## config.mk

```make
export PLATFORM = sky130hd
export DESIGN_NAME = sram_line_controller
export DESIGN_NICKNAME = d
export VERILOG_FILES = /design/src/rtl/sram_line_controller.sv
export SDC_FILE = /design/constraint.sdc
export NUM_CORES = 1
export LEC_CHECK = 0
export ABC_AREA = 1
export BUFFER_PORTS_ARGS = -buffer_cell sky130_fd_sc_hd__buf_4
export CAP_MARGIN = 20
export CORE_MARGIN = 2
export CORE_UTILIZATION = 41
export CTS_CLUSTER_SIZE = 20
export DETAILED_ROUTE_END_ITERATION = 10
export PLACE_DENSITY = 0.77
export SYNTH_ARGS = -nofsm -noshare
export SYNTH_HDL_FRONTEND = slang
export SYNTH_SLANG_ARGS = --single-unit
export TNS_END_PERCENT = 100
```

## constraint.sdc

```tcl
create_clock -name clk -period 1.9 [get_ports clk]
set_input_delay 0.095 -clock clk [delete_from_list [all_inputs] [get_ports clk]]
set_output_delay 0.095 -clock clk [all_outputs]
set_load 0.02 [all_outputs]
```

## src/rtl/sram_line_controller.sv

```systemverilog
// -----------------------------------------------------------------------------
// sram_line_controller
//
// Responder between the cache controller and an external asynchronous
// 256K x 16 SRAM. A line read fetches four consecutive halfwords into a
// 64-bit line; a word write stores two halfwords. Each 16-bit beat lasts
// WAIT_CYCLES+1 clock cycles. sramReady pulses for one cycle when the
// transaction completes.
//
// Handshake: the requester raises sramRdEn or sramWrEn and holds it, together
// with address and writeData, until it sees sramReady. Requests are only
// sampled in IDLE; a request still high in the IDLE cycle after DONE starts a
// new transaction. Write wins if both requests are high.
//
// Optional feature (macro SRAM_LINE_BUFFER_EN): a one-entry line buffer (tag
// address[18:3] plus valid bit). A read hitting the buffer goes straight to
// DONE. A write hitting the buffer also patches the buffered line.
//
// Ports:
//   clk           system clock, rising edge
//   rst           asynchronous active-low reset
//   sramRdEn      line-read request
//   sramWrEn      word-write request
//   address       byte address, bits [18:1] used
//   writeData     write word
//   sramReadData  fetched line, [15:0] from the lowest halfword address
//   sramReady     one-cycle completion pulse
//   SRAM_ADDR     halfword address to the SRAM
//   SRAM_DQ_OUT   write data to the pad
//   SRAM_DQ_IN    read data from the pad
//   SRAM_DQ_OE    pad output enable
//   SRAM_*_N      SRAM strobes, active-low
//   dbg_state     current FSM state (0 IDLE, 1 READ, 2 WRITE, 3 DONE)
// -----------------------------------------------------------------------------
module sram_line_controller #(
    parameter int WAIT_CYCLES = 1
) (
    input  logic        clk,
    input  logic        rst,
    input  logic        sramRdEn,
    input  logic        sramWrEn,
    input  logic [31:0] address,
    input  logic [31:0] writeData,
    output logic [63:0] sramReadData,
    output logic        sramReady,
    output logic [17:0] SRAM_ADDR,
    output logic [15:0] SRAM_DQ_OUT,
    input  logic [15:0] SRAM_DQ_IN,
    output logic        SRAM_DQ_OE,
    output logic        SRAM_WE_N,
    output logic        SRAM_OE_N,
    output logic        SRAM_CE_N,
    output logic        SRAM_UB_N,
    output logic        SRAM_LB_N,
    output logic [1:0]  dbg_state
);

    typedef enum logic [1:0] {
        IDLE  = 2'd0,
        READ  = 2'd1,
        WRITE = 2'd2,
        DONE  = 2'd3
    } state_t;

    localparam logic [2:0] LAST_CYC = 3'(WAIT_CYCLES);

    state_t     state;
    state_t     next_state;
    logic [1:0] beat;
    logic [2:0] cyc;
    logic       beat_end;
    logic       buf_hit;
    logic       addr_unused;

    assign beat_end    = (cyc == LAST_CYC);
    assign dbg_state   = state;
    assign addr_unused = ^{address[31:19], address[1:0]};

`ifdef SRAM_LINE_BUFFER_EN
    logic [15:0] buf_tag;
    logic        buf_valid;

    assign buf_hit = buf_valid && (buf_tag == address[18:3]);
`else
    assign buf_hit = 1'b0;
`endif

    // State register
    always_ff @(posedge clk or negedge rst) begin
        if (!rst) begin
            state <= IDLE;
        end else begin
            state <= next_state;
        end
    end

    // Next-state logic
    always_comb begin
        next_state = state;
        case (state)
            IDLE: begin
                if (sramWrEn) begin
                    next_state = WRITE;
                end else if (sramRdEn) begin
                    next_state = buf_hit ? DONE : READ;
                end
            end
            READ: begin
                if (beat_end && beat == 2'd3) begin
                    next_state = DONE;
                end
            end
            WRITE: begin
                if (beat_end && beat[0]) begin
                    next_state = DONE;
                end
            end
            DONE: begin
                next_state = IDLE;
            end
            default: begin
                next_state = IDLE;
            end
        endcase
    end

    // Beat / cycle counters; cleared whenever no transfer is in progress so
    // every READ or WRITE starts at beat 0, cycle 0.
    always_ff @(posedge clk or negedge rst) begin
        if (!rst) begin
            beat <= 2'd0;
            cyc  <= 3'd0;
        end else if (state == READ || state == WRITE) begin
            if (beat_end) begin
                cyc  <= 3'd0;
                beat <= beat + 2'd1;
            end else begin
                cyc <= cyc + 3'd1;
            end
        end else begin
            beat <= 2'd0;
            cyc  <= 3'd0;
        end
    end

    // Line register (and line buffer tag when enabled). Data is captured on
    // the last cycle of each read beat, giving the SRAM the full beat to settle.
    always_ff @(posedge clk or negedge rst) begin
        if (!rst) begin
            sramReadData <= 64'd0;
`ifdef SRAM_LINE_BUFFER_EN
            buf_tag   <= 16'd0;
            buf_valid <= 1'b0;
`endif
        end else begin
            if (state == READ && beat_end) begin
                sramReadData[{beat, 4'b0000} +: 16] <= SRAM_DQ_IN;
            end
`ifdef SRAM_LINE_BUFFER_EN
            if (state == READ && beat_end && beat == 2'd3) begin
                buf_tag   <= address[18:3];
                buf_valid <= 1'b1;
            end
            // Keep the buffered line coherent with the word just written.
            if (state == WRITE && beat_end && beat[0] && buf_hit) begin
                sramReadData[{address[2], 5'b00000} +: 32] <= writeData;
            end
`endif
        end
    end

    // Output decode
    always_comb begin
        sramReady   = 1'b0;
        SRAM_ADDR   = 18'd0;
        SRAM_DQ_OUT = 16'd0;
        SRAM_DQ_OE  = 1'b0;
        SRAM_WE_N   = 1'b1;
        SRAM_OE_N   = 1'b1;
        SRAM_CE_N   = 1'b1;
        SRAM_UB_N   = 1'b1;
        SRAM_LB_N   = 1'b1;
        case (state)
            READ: begin
                SRAM_ADDR = {address[18:3], beat};
                SRAM_CE_N = 1'b0;
                SRAM_OE_N = 1'b0;
                SRAM_UB_N = 1'b0;
                SRAM_LB_N = 1'b0;
            end
            WRITE: begin
                SRAM_ADDR   = {address[18:2], beat[0]};
                SRAM_DQ_OUT = beat[0] ? writeData[31:16] : writeData[15:0];
                SRAM_DQ_OE  = 1'b1;
                SRAM_CE_N   = 1'b0;
                SRAM_UB_N   = 1'b0;
                SRAM_LB_N   = 1'b0;
                // WE_N rises on the final cycle of the beat so address and
                // data are held stable across the write-enable release.
                SRAM_WE_N   = beat_end;
            end
            DONE: begin
                sramReady = 1'b1;
            end
            default: begin
            end
        endcase
    end

endmodule

```

==> metrics.csv <==
stage;metric;value;unit
timing;RSZ-0062 raised after global routing;true;
yosys;mapped cell area;0.00373;mm^2
cts;worst skew pair latency;340;ps
yosys;post-synth net total;597;
timing;# setup viols final;0;
pwr;Flop pwr share;0.280;
routing;Iter 0 DRT Violations;150;
layout;fin cells;789;
die;I/O Pins;191;
routing;vias per cell;4.93;
layout;n_diodes;0;
grt;grt total ovfl;0;
critical_path;CP Data Required Time;1800;ps
min_path;hold_sp;SRAM_DQ_IN[5];
flow_run;number of max-cap violations;0;
yosys;Netlist cell types;22;
yosys;mux cell area share after synthesis;0;
timing;setup_tns;0;ps
cts;clock buffer count from CTS;9;
die;std cell rows;34;
timing;relative slew slack;0.630;
yosys;Area contributors post-synth;dfrtp_1 (48%), nand2_1 (14%), nor2_1 (8.6%);
critical_path;max incr delay on CP;420;ps
grt;first-pass GRT wire length;17.7;mm
yosys;Cells after Synth;503;
die;Die X;99.4;um
placement;DP HPWL;8.31;mm
critical_path;Worst Path Buf+Inv;3;
yosys;simple-gate share of the synthesized area;0.310;
yosys;Syn Area/Cell;7.43;um^2
die;starting density of the core;0.426;
timing;crit path time final;1840;ps
critical_path;CP max FO;17;
timing;Final Skew;6.88;ps
pwr;Sw Pwr;4.09;mW
yosys;Synth Warn #;0;
routing;Via Count;3886;
cts;clock slew seen by the registers of the worst setup and hold paths;80;ps
grt;largest net degree at the start of global routing;72;
layout;share of cells above drive strength 1;0.322;
cts;Clock Path Buffers;2;
die;die height;99.4;um
timing;max-slew violations;0;
pwr;combinational share of power;0.574;
grt;vias in the first global route;3823;
yosys;Synth Area in Compound Gates;0.0938;
yosys;largest family of logic cells by synthesized area;simple AND/OR/NAND/NOR gates;
critical_path;crit path DAT;1750;ps
critical_path;CP top delay family;flip-flops;
yosys;top-area cell type share of the netlist area;0.476;
timing;Max Fclk;0.543;GHz
cts;TritonCTS clock tree;done;
timing;Slew @ Worst Pin;553;ps
placement;GPL Wtd Cong;0.778;
layout;Layout fillers;806;
cts;postcts setup bufs;0;
pwr;Int Power;4.85;mW
pwr;leakage;2.85;nW
yosys;xor/xnor share of the synthesized area;0.00235;
layout;post-route cell area;0.00539;mm^2
die;Placeable Area;0.00876;mm^2
pwr;Switching Fraction;0.458;
cts;CTS H-tree depth;3;
pwr;clock share of power;0.146;
pwr;pwr/cell area;1660;mW/mm^2
routing;DRT Pass-1 Iters;6;
routing;Post-Route WL;11.0;mm
placement;placed cell area;0.00515;mm^2
yosys;post-synth top area cell;dfrtp_1;
grt;initial antenna violation count;0;
layout;Multi-input gate area;0.00164;mm^2
min_path;Hold Path Class;in -> reg;
timing;final hold viol count;0;
layout;Area Growth Syn to Fin;44.4;%
critical_path;Crit. End Element;output port;
critical_path;CP cell instances;inv_1 > ha_1 > o21ai_1 > buf_6 > nor2_1 > buf_4;
yosys;synthesized flop and latch total;71;
layout;Layout Utilization;0.616;
grt;GRT Overall Usage;0.224;
die;die area;0.00989;mm^2
pwr;total power;8.94;mW
routing;DRC;0;
critical_path;crit path max-delay cell type;dfrtp_2;
timing;Tcrit/Tclk final;0.970;
layout;Nets;770;
cts;TritonCTS Sinks;71;
cts;root buffer cell;clkbuf_8;
yosys;post-synthesis sequential area ratio;0.476;
routing;average wire per standard cell;13.9;um
yosys;post-synthesis adder-cell area fraction;0.0335;
critical_path;launch point of the worst reg-to-reg path;dbg_state[1]$_DFFE_PN0P_;
layout;Seq. cell area;0.00178;mm^2
pwr;VDD IR max;1.29;mV
critical_path;critical path launch point type;flop;
critical_path;crit path launch;dbg_state[0]$_DFFE_PN0P_;
placement;dpl cells;772;
outcome;status;complete, no violations;
routing;Detail Route Antenna Nets;0;
placement;IO Port Bufs;175;
critical_path;critical path type;reg -> out;
[final timing paths]
path	to	slack, ps	cells after the start
max	SRAM_ADDR[8]	60	6
min	sramReadData[37]$_DFFE_PN0P_	50	3
max reg2reg	sramReadData[46]$_DFFE_PN0P_	80	7
min reg2reg	sramReadData[52]$_DFFE_PN0P_	490	2
max in group asynchronous	dbg_state[0]$_DFFE_PN0P_	1290	3
min in group asynchronous	sramReadData[9]$_DFFE_PN0P_	300	3
[worst min-delay path, cell delays in order]
cell     delay [ps]
buf_4           120
nand3_1          70
o21ai_1          60
[layout by cell type (no fill, tap or decap)]
cell type,synthesis,layout
buf_4,3,186
nand2_1,144,144
nor2_1,86,86
dfrtp_1,71,70
inv_1,40,39
nand3_1,37,37
o21ai_1,35,35
o21ai_0,31,31
ha_1,10,9
clkbuf_8,0,9
a21oi_1,4,4
nor2_4,4,4
nand2_2,4,4
inv_2,3,3
nand4_1,2,2
clkinv_4,0,2
clkbuf_1,7,2
bufinv_16,0,2
xor2_1,1,1
inv_4,1,1
nor2_8,1,1
clkinvlp_4,0,1
nor3_1,1,1
ha_2,0,1
clkinv_2,0,1
dfrtp_2,0,1
dlygate4sd3_1,0,1
buf_6,2,1
buf_8,0,1
buf_12,0,1
[metrics by stage]
stage	hold WS (ps)	setup slack, ps
after global placement	130	174
after global routing	49.0	-112
after detailed placement	135	123
final	52.6	56.9
after floorplan	-201	2.87
after CTS	32.9	-6.25
[sequential cells by signal, indices dropped and copies added (netlist names)]
name	flops
sramReadData	64
beat	2
cyc	3
dbg_state	2
[per-layer routing]
layer / vias up / GRT usage / share of wire
met2: 152 / 0.413 / 0.52
li1: 1917 / - / -
met1: 1805 / 0.257 / 0.40
met4: 0 / 0.0527 / 0.0079
met3: 12 / 0.0597 / 0.065
met5: - / 0 / 0
[area by class of cell]
cell class | count | share of cell area
timing repair buffer | 190 | 0.269
multi-input combinational | 360 | 0.305
clock inverter | 5 | 0.0153
clock buffer | 11 | 0.0244
tap | 108 | 0.0251
inverter | 44 | 0.0318
sequential | 71 | 0.330
[Yosys cell counts, drive strengths merged]
| library cell | n |
|---|---|
| a21oi | 4 |
| buf | 21 |
| clkbuf | 7 |
| dfrtp | 71 |
| ha | 10 |
| inv | 44 |
| nand2 | 148 |
| nand3 | 37 |
| nand4 | 2 |
| nor2 | 91 |
| nor3 | 1 |
| o21ai | 66 |
| xor2 | 1 |
[cells by family after synthesis]
kind of cell | after synthesis
AO/OA/AOI/OAI | 70
XOR/XNOR | 1
adder cells (fa/ha/maj) | 10
buffers and inverters | 72
flip-flops | 71
AND/OR/NAND/NOR | 279
[what timing repair did]
action                                  CTS  global route
pin swaps                                 0             0
gates resized for setup                   1             5
endpoints found under the hold margin    71             0
hold buffers                              1             0
endpoints found under the setup margin   19            66
[power by group through the flow]
stage	sequential (mW)	clock [mW]	combinational, mW
final	2.50	1.31	5.13
after global routing	2.57	1.40	5.61
after CTS	2.50	1.33	5.13
after detailed placement	2.53	0	5.11
after global placement	2.50	0	5.00
after floorplan	3.16	0	2.29
(Power assumes the default switching activity.)
